### config.mk
export PLATFORM = sky130hd
export DESIGN_NAME = cv32e40x_div_seq
export DESIGN_NICKNAME = d
export VERILOG_FILES = /design/src/rtl/cv32e40x_div_seq.sv
export SDC_FILE = /design/constraint.sdc
export NUM_CORES = 1
export LEC_CHECK = 0
export CORE_MARGIN = 2
export CORE_UTILIZATION = 40
export DETAILED_ROUTE_END_ITERATION = 10
export SKIP_LAST_GASP = 1
export SYNTH_ARGS = -nofsm -noshare
export SYNTH_HDL_FRONTEND = slang
export SYNTH_SLANG_ARGS = --single-unit
### constraint.sdc
create_clock -name clk -period 4.75 [get_ports clk]
set_clock_uncertainty 0.1 [all_clocks]
set_input_delay 0.7125 -clock clk [delete_from_list [all_inputs] [get_ports clk]]
set_output_delay 0.7125 -clock clk [all_outputs]
set_load 0.03 [all_outputs]
### src/rtl/cv32e40x_div_seq.sv
// Sequential radix-2 restoring divider for RV32M DIV/DIVU/REM/REMU, one quotient bit per cycle.
// Optional build macro DIV_EARLY_OUT_EN skips the leading zero bits of |a| to shorten the iteration count.
module cv32e40x_div_seq (
  input  logic        clk,
  input  logic        rst,
  input  logic        valid_i,
  output logic        ready_o,
  input  logic [1:0]  operator_i,
  input  logic [31:0] op_a_i,
  input  logic [31:0] op_b_i,
  input  logic        kill_i,
  output logic        valid_o,
  input  logic        ready_i,
  output logic [31:0] result_o
);

  localparam logic [1:0] DIV_DIV  = 2'd0;
  localparam logic [1:0] DIV_DIVU = 2'd1;
  localparam logic [1:0] DIV_REM  = 2'd2;
  localparam logic [1:0] DIV_REMU = 2'd3;

  typedef enum logic [1:0] {
    IDLE = 2'd0,
    CALC = 2'd1,
    DONE = 2'd2
  } state_e;

  state_e      state_reg, state_next;
  logic [32:0] rem_reg, rem_next;
  logic [31:0] quo_reg, quo_next;
  logic [31:0] div_reg, div_next;
  logic [5:0]  cnt_reg, cnt_next;
  logic        neg_q_reg, neg_q_next;
  logic        neg_r_reg, neg_r_next;
  logic        is_rem_reg, is_rem_next;
  logic [31:0] result_reg, result_next;

  // Operand decode and magnitude extraction
  logic        op_signed, op_rem;
  logic [32:0] a_ext, b_ext, abs_a33, abs_b33;
  logic [31:0] abs_a, abs_b;
  logic        b_zero, sign_ovf, accept;
  logic        abs_unused;

  assign op_signed = (operator_i == DIV_DIV) || (operator_i == DIV_REM);
  assign op_rem    = (operator_i == DIV_REM) || (operator_i == DIV_REMU);
  assign a_ext     = {op_signed & op_a_i[31], op_a_i};
  assign b_ext     = {op_signed & op_b_i[31], op_b_i};
  assign abs_a33   = a_ext[32] ? (33'd0 - a_ext) : a_ext;
  assign abs_b33   = b_ext[32] ? (33'd0 - b_ext) : b_ext;
  // A 33-bit magnitude of a 32-bit operand never sets bit 32.
  assign abs_a      = abs_a33[31:0];
  assign abs_b      = abs_b33[31:0];
  assign abs_unused = abs_a33[32] ^ abs_b33[32];

  assign b_zero   = (op_b_i == 32'd0);
  assign sign_ovf = op_signed && (op_a_i == 32'h8000_0000) && (op_b_i == 32'hFFFF_FFFF);
  assign accept   = valid_i && (state_reg == IDLE) && !kill_i;

  logic [5:0]  iter_init;
  logic [31:0] dvd_init;

`ifdef DIV_EARLY_OUT_EN
  logic [5:0] clz;

  always_comb begin
    clz = 6'd32;
    for (int i = 0; i < 32; i++) begin
      if (abs_a[i]) clz = 6'(31 - i);
    end
  end

  // Zero dividend still needs one step so the normal completion path is taken.
  assign iter_init = (clz == 6'd32) ? 6'd1 : (6'd32 - clz);
  assign dvd_init  = abs_a << clz;
`else
  assign iter_init = 6'd32;
  assign dvd_init  = abs_a;
`endif

  // One restoring step: shift the dividend MSB into the partial remainder, subtract if it fits.
  logic [33:0] rem_shift, diff;
  logic        q_bit;
  logic [32:0] rem_step;
  logic [31:0] quo_step;
  logic [31:0] rem_fin, res_fin;

  assign rem_shift = {rem_reg, quo_reg[31]};
  assign diff      = rem_shift - {2'b00, div_reg};
  assign q_bit     = ~diff[33];
  assign rem_step  = q_bit ? diff[32:0] : rem_shift[32:0];
  assign quo_step  = {quo_reg[30:0], q_bit};
  assign rem_fin   = rem_step[31:0];
  assign res_fin   = is_rem_reg ? (neg_r_reg ? (32'd0 - rem_fin) : rem_fin)
                                : (neg_q_reg ? (32'd0 - quo_step) : quo_step);

  always_comb begin
    state_next  = state_reg;
    rem_next    = rem_reg;
    quo_next    = quo_reg;
    div_next    = div_reg;
    cnt_next    = cnt_reg;
    neg_q_next  = neg_q_reg;
    neg_r_next  = neg_r_reg;
    is_rem_next = is_rem_reg;
    result_next = result_reg;

    case (state_reg)
      IDLE: begin
        if (accept) begin
          rem_next    = 33'd0;
          quo_next    = dvd_init;
          div_next    = abs_b;
          cnt_next    = iter_init;
          neg_q_next  = op_signed & (op_a_i[31] ^ op_b_i[31]);
          neg_r_next  = op_signed & op_a_i[31];
          is_rem_next = op_rem;
          if (b_zero) begin
            result_next = op_rem ? op_a_i : 32'hFFFF_FFFF;
            state_next  = DONE;
          end else if (sign_ovf) begin
            result_next = op_rem ? 32'd0 : 32'h8000_0000;
            state_next  = DONE;
          end else begin
            state_next  = CALC;
          end
        end
      end
      CALC: begin
        rem_next = rem_step;
        quo_next = quo_step;
        cnt_next = cnt_reg - 6'd1;
        if (cnt_reg == 6'd1) begin
          result_next = res_fin;
          state_next  = DONE;
        end
      end
      DONE: begin
        if (ready_i) state_next = IDLE;
      end
      default: state_next = IDLE;
    endcase

    // A flush discards whatever is in flight, including a pending result.
    if (kill_i) state_next = IDLE;
  end

  always_ff @(posedge clk) begin
    if (rst) begin
      state_reg  <= IDLE;
      rem_reg    <= 33'd0;
      quo_reg    <= 32'd0;
      div_reg    <= 32'd0;
      cnt_reg    <= 6'd0;
      neg_q_reg  <= 1'b0;
      neg_r_reg  <= 1'b0;
      is_rem_reg <= 1'b0;
      result_reg <= 32'd0;
    end else begin
      state_reg  <= state_next;
      rem_reg    <= rem_next;
      quo_reg    <= quo_next;
      div_reg    <= div_next;
      cnt_reg    <= cnt_next;
      neg_q_reg  <= neg_q_next;
      neg_r_reg  <= neg_r_next;
      is_rem_reg <= is_rem_next;
      result_reg <= result_next;
    end
  end

  assign ready_o  = (state_reg == IDLE);
  assign valid_o  = (state_reg == DONE);
  assign result_o = result_reg;

endmodule
==> results.sh <==
export IMPL_drc=0
export IMPL_cp_slowest_stage_delay_ns=0.69
export IMPL_antenna_found_initial=0
export IMPL_gr_total_overflow=0
export IMPL_final_util=0.492
export IMPL_syn_avg_cell_area_um2=7.27
export IMPL_grt_util_all_layers=0.281
export IMPL_post_drt_wl_per_cell_um=20.7
export IMPL_post_dp_hpwl_um=33200
export IMPL_via_per_inst=6.03
export IMPL_tightest_slew_ns=1.19
export IMPL_cts_htree_levels=4
export IMPL_clock_latency_ns=0.44
export IMPL_rr_startpoint="quo_reg[31]$_SDFFE_PP0P_"
export IMPL_yosys_cell_types_count=81
export IMPL_place_area_um2=13300
export IMPL_setup_viol=0
export IMPL_synth_flop_cell="dfxtp_1"
export IMPL_ys_seq_area_frac=0.244
export IMPL_slew_headroom=0.204
export IMPL_largest_reg_flops=33
export IMPL_cp_slowest_cell="nor4b_1"
export IMPL_synthArstFlopShare=0
export IMPL_r2r_slack_ns=0.07
export IMPL_arrival_ns=4.89
export IMPL_syn_inst=1582
export IMPL_pre_cts_ws_ns=0.148
export IMPL_vias=12600
export IMPL_rows=62
export IMPL_run_status="finished, final reports clean"
export IMPL_cts_tree="built"
export IMPL_worstSetupStartpoint="quo_reg[31]$_SDFFE_PP0P_"
export IMPL_gp_congestion=0.913
export IMPL_drv_slew=0
export IMPL_syn_to_final_growth_pct=21.8
export IMPL_cap_violations=0
export IMPL_min_path_type="flip-flop to flip-flop"
export IMPL_fillers=2890
export IMPL_hold_buffers=0
export IMPL_grt_pass1_vias=11700
export IMPL_rr_endpoint="result_o[21]$_SDFFE_PP0P_"
export IMPL_io_buffers=104
export IMPL_wl_um=43300
export IMPL_setup_slack_ns=0.0682
export IMPL_synth_edf_count=0
export IMPL_p_leak_nw=5.15
export IMPL_p_total_mw=3.70
export IMPL_worstPathMaxFanout=6
export IMPL_power_density_nw_per_um2=264
export IMPL_io_pins=105
export IMPL_nets=1809
export IMPL_drtAntennaViolNets=0
export IMPL_grt_pass1_wl_um=67000
export IMPL_synth_fp_nets=1693
export IMPL_end_kind="flip-flop"
export IMPL_cts_root_buf="clkbuf_16"
export IMPL_antenna_cells=0
export IMPL_path_class="flip-flop to flip-flop"
export IMPL_irDropWorstVdd_mv=0.208
export IMPL_endpoint="result_o[21]$_SDFFE_PP0P_"
export IMPL_post_route_period_util=0.986
export IMPL_grt_max_degree=74
export IMPL_max_freq_mhz=214
export IMPL_dieHeight_um=174
export IMPL_ys_seq_elements=140
export IMPL_cp_required_ns=4.96
export IMPL_hold_viol=0
export IMPL_synth_area_um2=11500
export IMPL_clk_path_buf_depth=2
export IMPL_yosysWarnings=0
export IMPL_die_x_um=174
export IMPL_cts_sinks=140
export IMPL_firstDrtPassIters=5
export IMPL_post_route_min_period_ns=4.68
export IMPL_die_area_um2=30100
export IMPL_clkTransAtPathRegs_ns=0.07
export IMPL_start_kind="flip-flop"
export IMPL_finalInstanceArea_um2=14000
export IMPL_coreArea_um2=28500
export IMPL_drt_iter0_markers=1240
export IMPL_numCtsBuffers=17
export IMPL_layout_drive_gt1_share=0.0935
export IMPL_reg2reg_depth=15
export IMPL_crit_chain="inv_1 -> ha_1 -> inv_1 -> fa_1 -> a211oi_1 -> o211ai_1 -> a31oi_1 -> o21bai_1 -> xor2_1 -> nor4b_1 -> a31oi_1 -> o21ai_0 -> xor2_1 -> o21ai_0 -> nand2_1"
export IMPL_start_util=0.404
## cells in the final DEF, fill, tap and decap left out, types with 6 or more instances in the layout
master	Yosys	layout
nor2_1	187	185
nand2_1	151	149
dfxtp_1	140	140
a21oi_1	139	138
clkdlybuf4s50_1	0	103
o21ai_0	93	92
buf_4	2	90
xor2_1	69	69
xnor2_1	64	64
inv_1	61	61
a211oi_1	46	46
o31ai_1	40	40
a31oi_1	40	39
ha_1	39	38
nor3_1	34	33
a22oi_1	33	33
nand2b_1	32	32
mux2i_1	29	29
nand3_1	27	27
nand4_1	20	20
nor4_1	21	19
clkbuf_16	0	17
or3_1	16	16
o41ai_1	15	15
and3_1	12	12
a21o_1	11	11
nor2b_1	11	11
and2_1	10	10
or4_1	10	10
a221oi_1	10	10
o211ai_1	9	9
a311oi_1	8	8
o22ai_1	6	6
a21boi_0	6	6
mux2_2	6	6
## cell type report
cell class	instances	area, um2	share of cell area
Inverter	63	236	0.0169
Tap cell	384	480	0.0343
Sequential cell	140	2800	0.200
Clock buffer	18	429	0.0306
Clock inverter	14	184	0.0131
Timing Repair Buffer	194	1730	0.123
Multi-Input combinational cell	1282	8150	0.582
## cells by family after synthesis
kind of cell	count (synthesis)	share of synthesized area
AND/OR/NAND/NOR	557	0.229
AO/OA/AOI/OAI	517	0.296
buffers and inverters	160	0.0548
flip-flops	140	0.244
XOR/XNOR	133	0.101
adder cells (fa/ha/maj)	40	0.0442
multiplexers	35	0.0311
## critical path: cells and delay by family (launching register included)
kind,cells,cell delay [ns]
AND/OR/NAND/NOR,2,0.78
adder cells (fa/ha/maj),2,0.63
buffers and inverters,2,0.19
flip-flops,1,0.36
AO/OA/AOI/OAI,7,2.20
XOR/XNOR,2,0.31
## per-stage QoR
stage	hold WS [ns]	TNS, ns	instances
2_1_floorplan	0.332	0	1582
3_3_place_gp	0.340	0	2063
3_5_place_dp	0.341	0	2063
4_1_cts	0.351	0	2095
5_1_grt	0.373	-0.0301	2095
6_report	0.348	0	2095
## power breakdown
group / leakage (nW) / internal [mW] / switching, mW
logic: 3.72 / 0.367 / 0.617
clock network: 0.286 / 0.840 / 0.612
registers: 1.14 / 1.22 / 0.0483
## layer usage
metal / wire (um) / up-vias / global-route usage / part of all wire
met3: 3650 / 80 / 0.0623 / 0.084
li1: - / 6031 / - / -
met4: 1310 / 0 / 0.0970 / 0.030
met2: 18800 / 571 / 0.427 / 0.43
met1: 19600 / 5949 / 0.393 / 0.45
met5: 0 / - / 0 / 0
## synth_stat cells (all sizes together), types with 6 or more instances
cell type,count,area (um2)
nand3,27,135
and2,10,62.6
o21ai,98,494
a31oi,40,250
xnor2,64,561
a21oi,143,731
mux2,6,67.6
o22ai,6,37.5
inv,62,233
nor2,188,708
mux2i,29,290
buf,12,75.1
or3,16,100
and3,12,75.1
nand4,20,125
a221oi,12,129
o31ai,40,300
dfxtp,140,2800
o211ai,10,80.1
clkbuf,85,319
o41ai,17,164
nand2b,32,200
nor3b,6,50.1
or4,10,75.1
a211oi,47,365
xor2,69,604
a22oi,33,248
a21boi,6,45.0
nor3,34,170
nor2b,11,68.8
a21o,11,82.6
nand2,151,567
nor4b,6,58.8
a311oi,8,70.1
nor4,21,131
ha,39,488
## worst min-delay path by stage
stage	to	depth (start not counted)	slack, ns	from
after floorplan	div_reg[31]$_SDFFE_PP0P_	2	0.33	div_reg[31]$_SDFFE_PP0P_
after global placement	result_o[16]$_SDFFE_PP0P_	2	0.34	result_o[16]$_SDFFE_PP0P_
after detailed placement	result_o[21]$_SDFFE_PP0P_	2	0.34	result_o[21]$_SDFFE_PP0P_
after CTS	result_o[21]$_SDFFE_PP0P_	2	0.35	result_o[21]$_SDFFE_PP0P_
after global routing	result_o[16]$_SDFFE_PP0P_	2	0.37	result_o[16]$_SDFFE_PP0P_
final	result_o[25]$_SDFFE_PP0P_	2	0.35	result_o[25]$_SDFFE_PP0P_
## what timing repair did
action	CTS	global route
setup endpoints to repair	0	12
setup buffers	0	0
gates resized for setup	0	10
No activity file was read; power rests on OpenSTA's default activity.
